File: src/rtl/int_issue_queue.sv
// int_issue_queue: age-ordered integer reservation station.
// Collapsing array (entry 0 oldest), CDB operand wakeup, oldest-ready select,
// registered issue outputs into the integer execution unit.
// Optional feature: define INT_IQ_CDB_BYPASS_EN to let select and the issue
// registers use the current-cycle CDB broadcast, saving one cycle of wakeup latency.
module int_issue_queue #(
    parameter int unsigned DEPTH = 4,
    parameter int unsigned TAG_W = 6
) (
    input  logic             clk,
    input  logic             rst,
    input  logic             dispatch_valid,
    input  logic [6:0]       dispatch_opcode,
    input  logic [2:0]       dispatch_funct3,
    input  logic [6:0]       dispatch_funct7,
    input  logic [31:0]      dispatch_rs1_data,
    input  logic [TAG_W-1:0] dispatch_rs1_tag,
    input  logic             dispatch_rs1_rdy,
    input  logic [31:0]      dispatch_rs2_data,
    input  logic [TAG_W-1:0] dispatch_rs2_tag,
    input  logic             dispatch_rs2_rdy,
    input  logic [TAG_W-1:0] dispatch_rd_tag,
    output logic             iq_full,
    input  logic [31:0]      cdb_data,
    input  logic [TAG_W-1:0] cdb_tag,
    input  logic             cdb_valid,
    input  logic             cdb_branch,
    input  logic             cdb_branch_taken,
    input  logic             flush,
    output logic             issue_int,
    output logic [6:0]       issue_opcode,
    output logic [2:0]       issue_funct3,
    output logic [6:0]       issue_funct7,
    output logic [31:0]      issue_rs1,
    output logic [31:0]      issue_rs2,
    output logic [TAG_W-1:0] issue_rd_tag
);

    localparam int unsigned CNT_W = $clog2(DEPTH + 1);
    localparam int unsigned IDX_W = $clog2(DEPTH);

    typedef struct packed {
        logic             valid;
        logic [6:0]       opcode;
        logic [2:0]       funct3;
        logic [6:0]       funct7;
        logic [31:0]      rs1_data;
        logic [TAG_W-1:0] rs1_tag;
        logic             rs1_rdy;
        logic [31:0]      rs2_data;
        logic [TAG_W-1:0] rs2_tag;
        logic             rs2_rdy;
        logic [TAG_W-1:0] rd_tag;
    } entry_t;

    entry_t           ent_q [DEPTH];
    entry_t           ent_d [DEPTH];
    // One spare all-invalid slot so the collapse shift never indexes past the array.
    entry_t           woke  [DEPTH+1];
    entry_t           disp_e;
    logic [CNT_W-1:0] count_q, count_d;
    logic             iq_full_q, iq_full_d;
    logic [DEPTH-1:0] sel_rdy;
    logic             issue_fire;
    logic [IDX_W-1:0] sel_idx;
    logic             do_issue;
    logic             accept;
    logic [CNT_W-1:0] wr_idx;

    logic             issue_int_q, issue_int_d;
    logic [6:0]       issue_opcode_q, issue_opcode_d;
    logic [2:0]       issue_funct3_q, issue_funct3_d;
    logic [6:0]       issue_funct7_q, issue_funct7_d;
    logic [31:0]      issue_rs1_q, issue_rs1_d;
    logic [31:0]      issue_rs2_q, issue_rs2_d;
    logic [TAG_W-1:0] issue_rd_tag_q, issue_rd_tag_d;

    // Branch resolution fields of the CDB are not needed by this queue.
    logic unused_cdb_branch;
    assign unused_cdb_branch = cdb_branch ^ cdb_branch_taken;

    // Per-entry CDB wakeup and ready-to-select flags.
    always_comb begin
        woke[DEPTH] = '0;
        sel_rdy     = '0;
        for (int unsigned i = 0; i < DEPTH; i++) begin
            woke[i] = ent_q[i];
            if (ent_q[i].valid && !ent_q[i].rs1_rdy && cdb_valid && cdb_tag == ent_q[i].rs1_tag) begin
                woke[i].rs1_data = cdb_data;
                woke[i].rs1_rdy  = 1'b1;
            end
            if (ent_q[i].valid && !ent_q[i].rs2_rdy && cdb_valid && cdb_tag == ent_q[i].rs2_tag) begin
                woke[i].rs2_data = cdb_data;
                woke[i].rs2_rdy  = 1'b1;
            end
`ifdef INT_IQ_CDB_BYPASS_EN
            sel_rdy[i] = woke[i].valid && woke[i].rs1_rdy && woke[i].rs2_rdy;
`else
            sel_rdy[i] = ent_q[i].valid && ent_q[i].rs1_rdy && ent_q[i].rs2_rdy;
`endif
        end
    end

    // Oldest-ready select: scan from the top so the lowest ready index wins.
    always_comb begin
        issue_fire = 1'b0;
        sel_idx    = '0;
        for (int unsigned i = DEPTH; i > 0; i--) begin
            if (sel_rdy[i-1]) begin
                issue_fire = 1'b1;
                sel_idx    = IDX_W'(i - 1);
            end
        end
    end

    // Build the incoming entry, capturing a matching same-cycle CDB broadcast.
    always_comb begin
        disp_e          = '0;
        disp_e.valid    = 1'b1;
        disp_e.opcode   = dispatch_opcode;
        disp_e.funct3   = dispatch_funct3;
        disp_e.funct7   = dispatch_funct7;
        disp_e.rs1_data = dispatch_rs1_data;
        disp_e.rs1_tag  = dispatch_rs1_tag;
        disp_e.rs1_rdy  = dispatch_rs1_rdy;
        disp_e.rs2_data = dispatch_rs2_data;
        disp_e.rs2_tag  = dispatch_rs2_tag;
        disp_e.rs2_rdy  = dispatch_rs2_rdy;
        disp_e.rd_tag   = dispatch_rd_tag;
        if (!dispatch_rs1_rdy && cdb_valid && cdb_tag == dispatch_rs1_tag) begin
            disp_e.rs1_data = cdb_data;
            disp_e.rs1_rdy  = 1'b1;
        end
        if (!dispatch_rs2_rdy && cdb_valid && cdb_tag == dispatch_rs2_tag) begin
            disp_e.rs2_data = cdb_data;
            disp_e.rs2_rdy  = 1'b1;
        end
    end

    // Next state: collapse past the issued slot, append dispatch, update issue registers.
    always_comb begin
        do_issue = issue_fire && !flush;
        accept   = dispatch_valid && !iq_full_q && !flush;
        wr_idx   = do_issue ? (count_q - CNT_W'(1)) : count_q;

        for (int unsigned i = 0; i < DEPTH; i++) begin
            if (do_issue && i >= 32'(sel_idx)) begin
                ent_d[i] = woke[i+1];
            end else begin
                ent_d[i] = woke[i];
            end
            if (accept && CNT_W'(i) == wr_idx) begin
                ent_d[i] = disp_e;
            end
        end

        count_d = count_q;
        if (do_issue) begin
            count_d = count_d - CNT_W'(1);
        end
        if (accept) begin
            count_d = count_d + CNT_W'(1);
        end

        issue_int_d    = 1'b0;
        issue_opcode_d = issue_opcode_q;
        issue_funct3_d = issue_funct3_q;
        issue_funct7_d = issue_funct7_q;
        issue_rs1_d    = issue_rs1_q;
        issue_rs2_d    = issue_rs2_q;
        issue_rd_tag_d = issue_rd_tag_q;
        if (do_issue) begin
            issue_int_d    = 1'b1;
            issue_opcode_d = woke[sel_idx].opcode;
            issue_funct3_d = woke[sel_idx].funct3;
            issue_funct7_d = woke[sel_idx].funct7;
            issue_rs1_d    = woke[sel_idx].rs1_data;
            issue_rs2_d    = woke[sel_idx].rs2_data;
            issue_rd_tag_d = woke[sel_idx].rd_tag;
        end

        if (flush) begin
            for (int unsigned i = 0; i < DEPTH; i++) begin
                ent_d[i] = '0;
            end
            count_d = '0;
        end

        iq_full_d = (count_d == CNT_W'(DEPTH));
    end

    // State registers with synchronous reset.
    always_ff @(posedge clk) begin
        if (rst) begin
            for (int unsigned i = 0; i < DEPTH; i++) begin
                ent_q[i] <= '0;
            end
            count_q        <= '0;
            iq_full_q      <= 1'b0;
            issue_int_q    <= 1'b0;
            issue_opcode_q <= '0;
            issue_funct3_q <= '0;
            issue_funct7_q <= '0;
            issue_rs1_q    <= '0;
            issue_rs2_q    <= '0;
            issue_rd_tag_q <= '0;
        end else begin
            for (int unsigned i = 0; i < DEPTH; i++) begin
                ent_q[i] <= ent_d[i];
            end
            count_q        <= count_d;
            iq_full_q      <= iq_full_d;
            issue_int_q    <= issue_int_d;
            issue_opcode_q <= issue_opcode_d;
            issue_funct3_q <= issue_funct3_d;
            issue_funct7_q <= issue_funct7_d;
            issue_rs1_q    <= issue_rs1_d;
            issue_rs2_q    <= issue_rs2_d;
            issue_rd_tag_q <= issue_rd_tag_d;
        end
    end

    assign iq_full      = iq_full_q;
    assign issue_int    = issue_int_q;
    assign issue_opcode = issue_opcode_q;
    assign issue_funct3 = issue_funct3_q;
    assign issue_funct7 = issue_funct7_q;
    assign issue_rs1    = issue_rs1_q;
    assign issue_rs2    = issue_rs2_q;
    assign issue_rd_tag = issue_rd_tag_q;

endmodule

File: config.mk
export PLATFORM = sky130hd
export DESIGN_NAME = int_issue_queue
export DESIGN_NICKNAME = d
export VERILOG_FILES = /design/src/rtl/int_issue_queue.sv
export SDC_FILE = /design/constraint.sdc
export NUM_CORES = 2
export LEC_CHECK = 0
export ABC_AREA = 1
export BUFFER_PORTS_ARGS = -buffer_cell sky130_fd_sc_hd__buf_2
export CAP_MARGIN = 40
export CORE_MARGIN = 2
export CORE_UTILIZATION = 37
export DETAILED_ROUTE_END_ITERATION = 8
export PLACE_DENSITY_LB_ADDON = 0.3
export SYNTH_ARGS = -nofsm -noshare
export SYNTH_HDL_FRONTEND = slang
export SYNTH_SLANG_ARGS = --single-unit
File: constraint.sdc
create_clock -name clk -period 3.4 [get_ports clk]
set_input_delay 0.68 -clock clk [delete_from_list [all_inputs] [get_ports clk]]
set_output_delay 0.68 -clock clk [all_outputs]
set_load 0.05 [all_outputs]
-- After elaboration in Yosys (flattened, before gate mapping)
Memory sizes are Yosys's and may differ from the RTL's.
Index checks and enable logic that the tools add are counted.
- RAM bits: 408
- memories kept: 1
- logic and storage cells: 145
- register bits after elaboration: 92
- memory list (memory ; depth ; width ; read ports ; clocked after Yosys merged registers in ; wr ports ; line ; source):
    ent_q ; 4 ; 102 ; 4 ; 0 ; 4 ; 56 ; entry_t ent_q [DEPTH];
- eq/ne operators: 14
- reductions and logical operators: 59
- add/sub/neg operators: 2
- multiplexer cells: 51
- order comparisons: 4
- bitwise logic cells: 5
- operator list (operator ; count):
    2-to-1 mux 102 bit ; 12
    2-to-1 mux 408 bit ; 1
    2-to-1 mux 32 bit ; 10
    binary-select mux 102 bit (select 3 bit) ; 1
    2-to-1 mux 101 bit ; 2
    equality test 6 bit ; 10
    logical AND 1 bit ; 46
    2-to-1 mux 1 bit ; 18
    logical NOT 1 bit ; 12
    2-to-1 mux 3 bit ; 3
    2-to-1 mux 2 bit ; 4
    equality test 2 x 3 -> 1 bit (first input constant) ; 2
    >= comparator 1 x 2 -> 1 bit (first input constant) ; 2
    >= comparator 3 x 4 -> 1 bit (second input constant) ; 1
    OR 1 bit ; 4
    adder 3 x 1 -> 3 bit (second input constant) ; 1
    equality test 1 x 3 -> 1 bit (first input constant) ; 1
    equality test 3 bit (second input constant) ; 1
    logical NOT 3 bit ; 1
    NOT 2 -> 3 bit ; 1
    subtractor 3 x 1 -> 3 bit (second input constant) ; 1
    >= comparator 2 bit (first input constant) ; 1

-- Longest topological paths before layout
An unclocked memory read counts as a cell.
- depth after elaboration: 14
- mapped depth: 17

-- Worst setup path after synthesis
OpenSTA, ideal clock, no wires.
- kind: input -> register
- start point: in flush
- end point: mem ent_q[3][77] (netlist name)
- library setup time: 0.070 ns
- path slack: 0.873 ns
- buffers on the path: 3
- cell stages on the path: 14
- data required time: 3.330 ns
- arrival: 2.457 ns
- cells stage by stage: inv_2 > nand2_2 > buf_6 > nand2_2 > nand2_1 > ha_1 > ha_1 > nand2_1 > inv_2 > nor2_1 > buf_2 > buf_2 > nand2_1 > a21oi_1
- RTL lines (what ; line ; source):
    start: declaration ; 29 ; input logic flush,
    end: declaration ; 56 ;

==> metrics <==
post-synthesis cell area 30100 sq um; Remaining DRCs 0; Worst R2R End ent_q[2][20]$_SDFF_PP0_; Syn Nets about 5200; met2 wire len ~55000 um; worst skew pair latency roughly 0.64 ns; GRT overflow 0; largest net degree at the start of global routing about 190; EDFF count, synth 0; Pwr per Cell Area between 400 and 500 nW/um^2; run status completed; Worst-Margin Slew 0.971 ns; critical path launch point type flop; RD Place Congestion 0.871; Root Buffer clkbuf_16; fill cell count 8572; Die Wd 289 um; port bufs around 230; Placement Cell Area approximately 32000 sq um; # setup viols final 0; syn avg cell area approximately 5.9 sq um; part of the power in combinational logic 0.078; Mapped Cells ~5100; Multi-input gate area between 15000 and 20000 sq um; Crit path required time slightly below 4 ns; Distinct cells, synth 37; H-Tree Depth 2; CTS Buf Count 58; fin. max-slew vios 0; Peak VDD IR approximately 0.46 mV; drt total wl ~130000 um; Total GRT Usage 0.292; Reg2Reg Setup Slack 0.37 ns; Pwr Total 14100 uW; design area approximately 34000 sq um; worst relative slew slack 0.353; Reg clk slew, reported paths 0.06 ns; DRT Pass-1 Iters 6; initial antenna violation count 11; crit share post-route 0.893; Post-DRT Antenna Nets 0; routed vias between 30000 and 40000; hold path cells 3; #FFs+latches synth 500; Die Ht approximately 290 um; Sequential Power Share 0.421; Starting Density 0.373; Cell Chain, Critical Path nand3_1, nand2_2, inv_2, nand2_2, nand2_2, nand2_1, nand2_1, inv_1, ha_1, inv_1, nor2_2, nand2_8, inv_2, buf_16, nand3_1, nand3_1, inv_1; row cnt between 100 and 150; crit path DAT between 3 and 4 ns; met3 WL post-DR 14200 um; Synth async-reset ratio 0; clock power share 0.501; Avg WL per Cell 20.2 um; routed length on met1 approximately 50000 um; fin crit period 3.03 ns; P_int around 10000 uW; post-synthesis sequential area ratio 0.333; RSZ-0062 raised after global routing no; CTS tree yes; Worst Setup Path Type reg2reg; die area about 84000 sq um; core region area between 80000 and 90000 sq um; Sw Share 0.256; R2R depth 17; Synth Flop Type dfxtp_1; num ports about 240; max_cap viols 0; Via density 5.54; DR top layer met5; Hold Path Sink ent_q[3][99]$_SDFFE_PP0P_; FMAX 0.330 GHz; layout cell share with drive strength beyond 1 0.0950; clk buf depth 3; min-delay src dispatch_opcode[5]; HPWL Detailed approximately 73000 um; setup TNS 0 ns; Crit-path slowest cell dfxtp_1; Sw Pwr ~3600 uW; yosys warns 0; clock sink count 500; Fin Clk Skew ~0.02 ns; DR iter-0 viols 3877; worst r2r src ent_q[0][45]$_SDFF_PP0_; Hold Vio Cnt, Final 0; vias in the first global route 31140; Worst path max stage delay between 0.4 and 0.5 ns; Sequential cell area around 10000 sq um; area grow syn2layout 14.2%; Leak about 0.015 uW; first-pass GRT wire length 188000 um; worst hold path type in2reg; CP Capture Type flop; Final #Nets 5249; Critical Path Fanout Max 34
[timing repair]
action,4_1_cts,5_1_grt
setup buffers,0,2
resized for setup,0,2
endpoints found under the setup margin,0,35
hold buffers,0,0
[worst max path at each step]
| stage | start | end | slack, ns | depth (start not counted) |
|---|---|---|---|---|
| 2_1_floorplan | flush | ent_q[3][77]$_SDFF_PP0_ | 0.87 | 14 |
| 3_3_place_gp | ent_q[0][45]$_SDFF_PP0_ | ent_q[2][40]$_SDFF_PP0_ | 0.29 | 15 |
| 3_5_place_dp | ent_q[1][45]$_SDFF_PP0_ | ent_q[2][41]$_SDFF_PP0_ | 0.22 | 15 |
| 4_1_cts | ent_q[0][45]$_SDFF_PP0_ | ent_q[2][20]$_SDFF_PP0_ | 0.18 | 15 |
| 5_1_grt | ent_q[1][45]$_SDFF_PP0_ | ent_q[2][20]$_SDFF_PP0_ | 0.09 | 17 |
| 6_report | ent_q[0][45]$_SDFF_PP0_ | ent_q[2][20]$_SDFF_PP0_ | 0.37 | 17 |
[layer usage]
| metal | global-route usage | vias to the layer above |
|---|---|---|
| met2 | 0.458 | 1881 |
| met1 | 0.381 | 15599 |
| met5 | 0 | - |
| li1 | - | 16551 |
| met3 | 0.0606 | 368 |
| met4 | 0.142 | 10 |
[kinds of logic after synthesis]
family / count (synthesis) / share of synthesized area
and+or+nand+nor: 2877 / 0.398
AOI/OAI and AO/OA: 933 / 0.162
buffers and inverters: 753 / 0.101
DFF: 500 / 0.333
xor gates and xnor gates: 17 / 0.00495
adders and majority gates: 4 / 0.00166
[power groups by stage]
stage	clock network, uW	logic, uW	registers [uW]
6_report	7070	1100	5940
5_1_grt	7330	1190	5940
4_1_cts	7100	1080	5940
3_5_place_dp	0	1070	6070
3_3_place_gp	0	1060	6070
2_1_floorplan	0	621	6060
[synth_stat cells (all sizes together) (4+ instances only)]
| library cell | n | area (sq um) |
|---|---|---|
| a21oi | 348 | 1740 |
| a31oi | 11 | 68.8 |
| and2 | 24 | 150 |
| and3 | 6 | 37.5 |
| buf | 158 | 797 |
| clkbuf | 216 | 812 |
| dfxtp | 500 | 10000 |
| ha | 4 | 50.1 |
| inv | 378 | 1420 |
| nand2 | 1671 | 6300 |
| nand3 | 647 | 3250 |
| nand4 | 45 | 282 |
| nor2 | 424 | 1630 |
| nor3 | 57 | 290 |
| o211ai | 63 | 473 |
| o21ai | 502 | 2510 |
| xnor2 | 14 | 123 |
[registers in the layout (all words and copies together), names as in the netlist]
signal	cells
count_q	3
ent_q	408
iq_full	1
issue_funct3	3
issue_funct7	7
issue_int	1
issue_opcode	7
issue_rd_tag	6
issue_rs1	32
issue_rs2	32
[critical path: cells and delay by family (launching register included)]
kind	cells	cell delay (ns)
and+or+nand+nor	10	1.53
DFF	1	0.42
adders and majority gates	1	0.15
buffers and inverters	6	0.78
[per-stage QoR]
step | hold slack [ns] | worst slack, ns | cells | utilization
after floorplan | 0.440 | 0.873 | 5084 | -
after global placement | 0.449 | 0.294 | 6095 | 0.399
after detailed placement | 0.453 | 0.221 | 6096 | 0.399
after CTS | 0.307 | 0.180 | 6204 | 0.425
after global routing | 0.323 | 0.0862 | 6209 | 0.426
final | 0.320 | 0.365 | 6213 | 0.426
[layout make-up]
class                      instances  share of cell area
antenna                            6            0.000437
clock buffer                      81              0.0492
clock inverter                    27              0.0126
inverter                         379              0.0417
multi-input combinational       3831               0.500
sequential                       500               0.292
tap                             1060              0.0386
timing repair buffer             329              0.0655
[cells in the final DEF, fill, tap and decap left out, types with 9 or more instances in the layout]
cell type  count
nor2_2        14
nand2_2       11
inv_1        363
buf_4         70
clkinv_2      13
nor2_1       402
bufinv_16     11
nand4_1       45
nor3_1        55
clkbuf_16     60
inv_2         13
nand3_1      646
clkbuf_1       9
nand2_1     1654
clkbuf_8      13
dfxtp_1      500
a21oi_1      347
xnor2_1       14
buf_2        232
o21ai_0      479
buf_12        24
and2_1        24
a31oi_1       11
o21ai_1       22
o211ai_1      63
(Power assumes the default switching activity.)
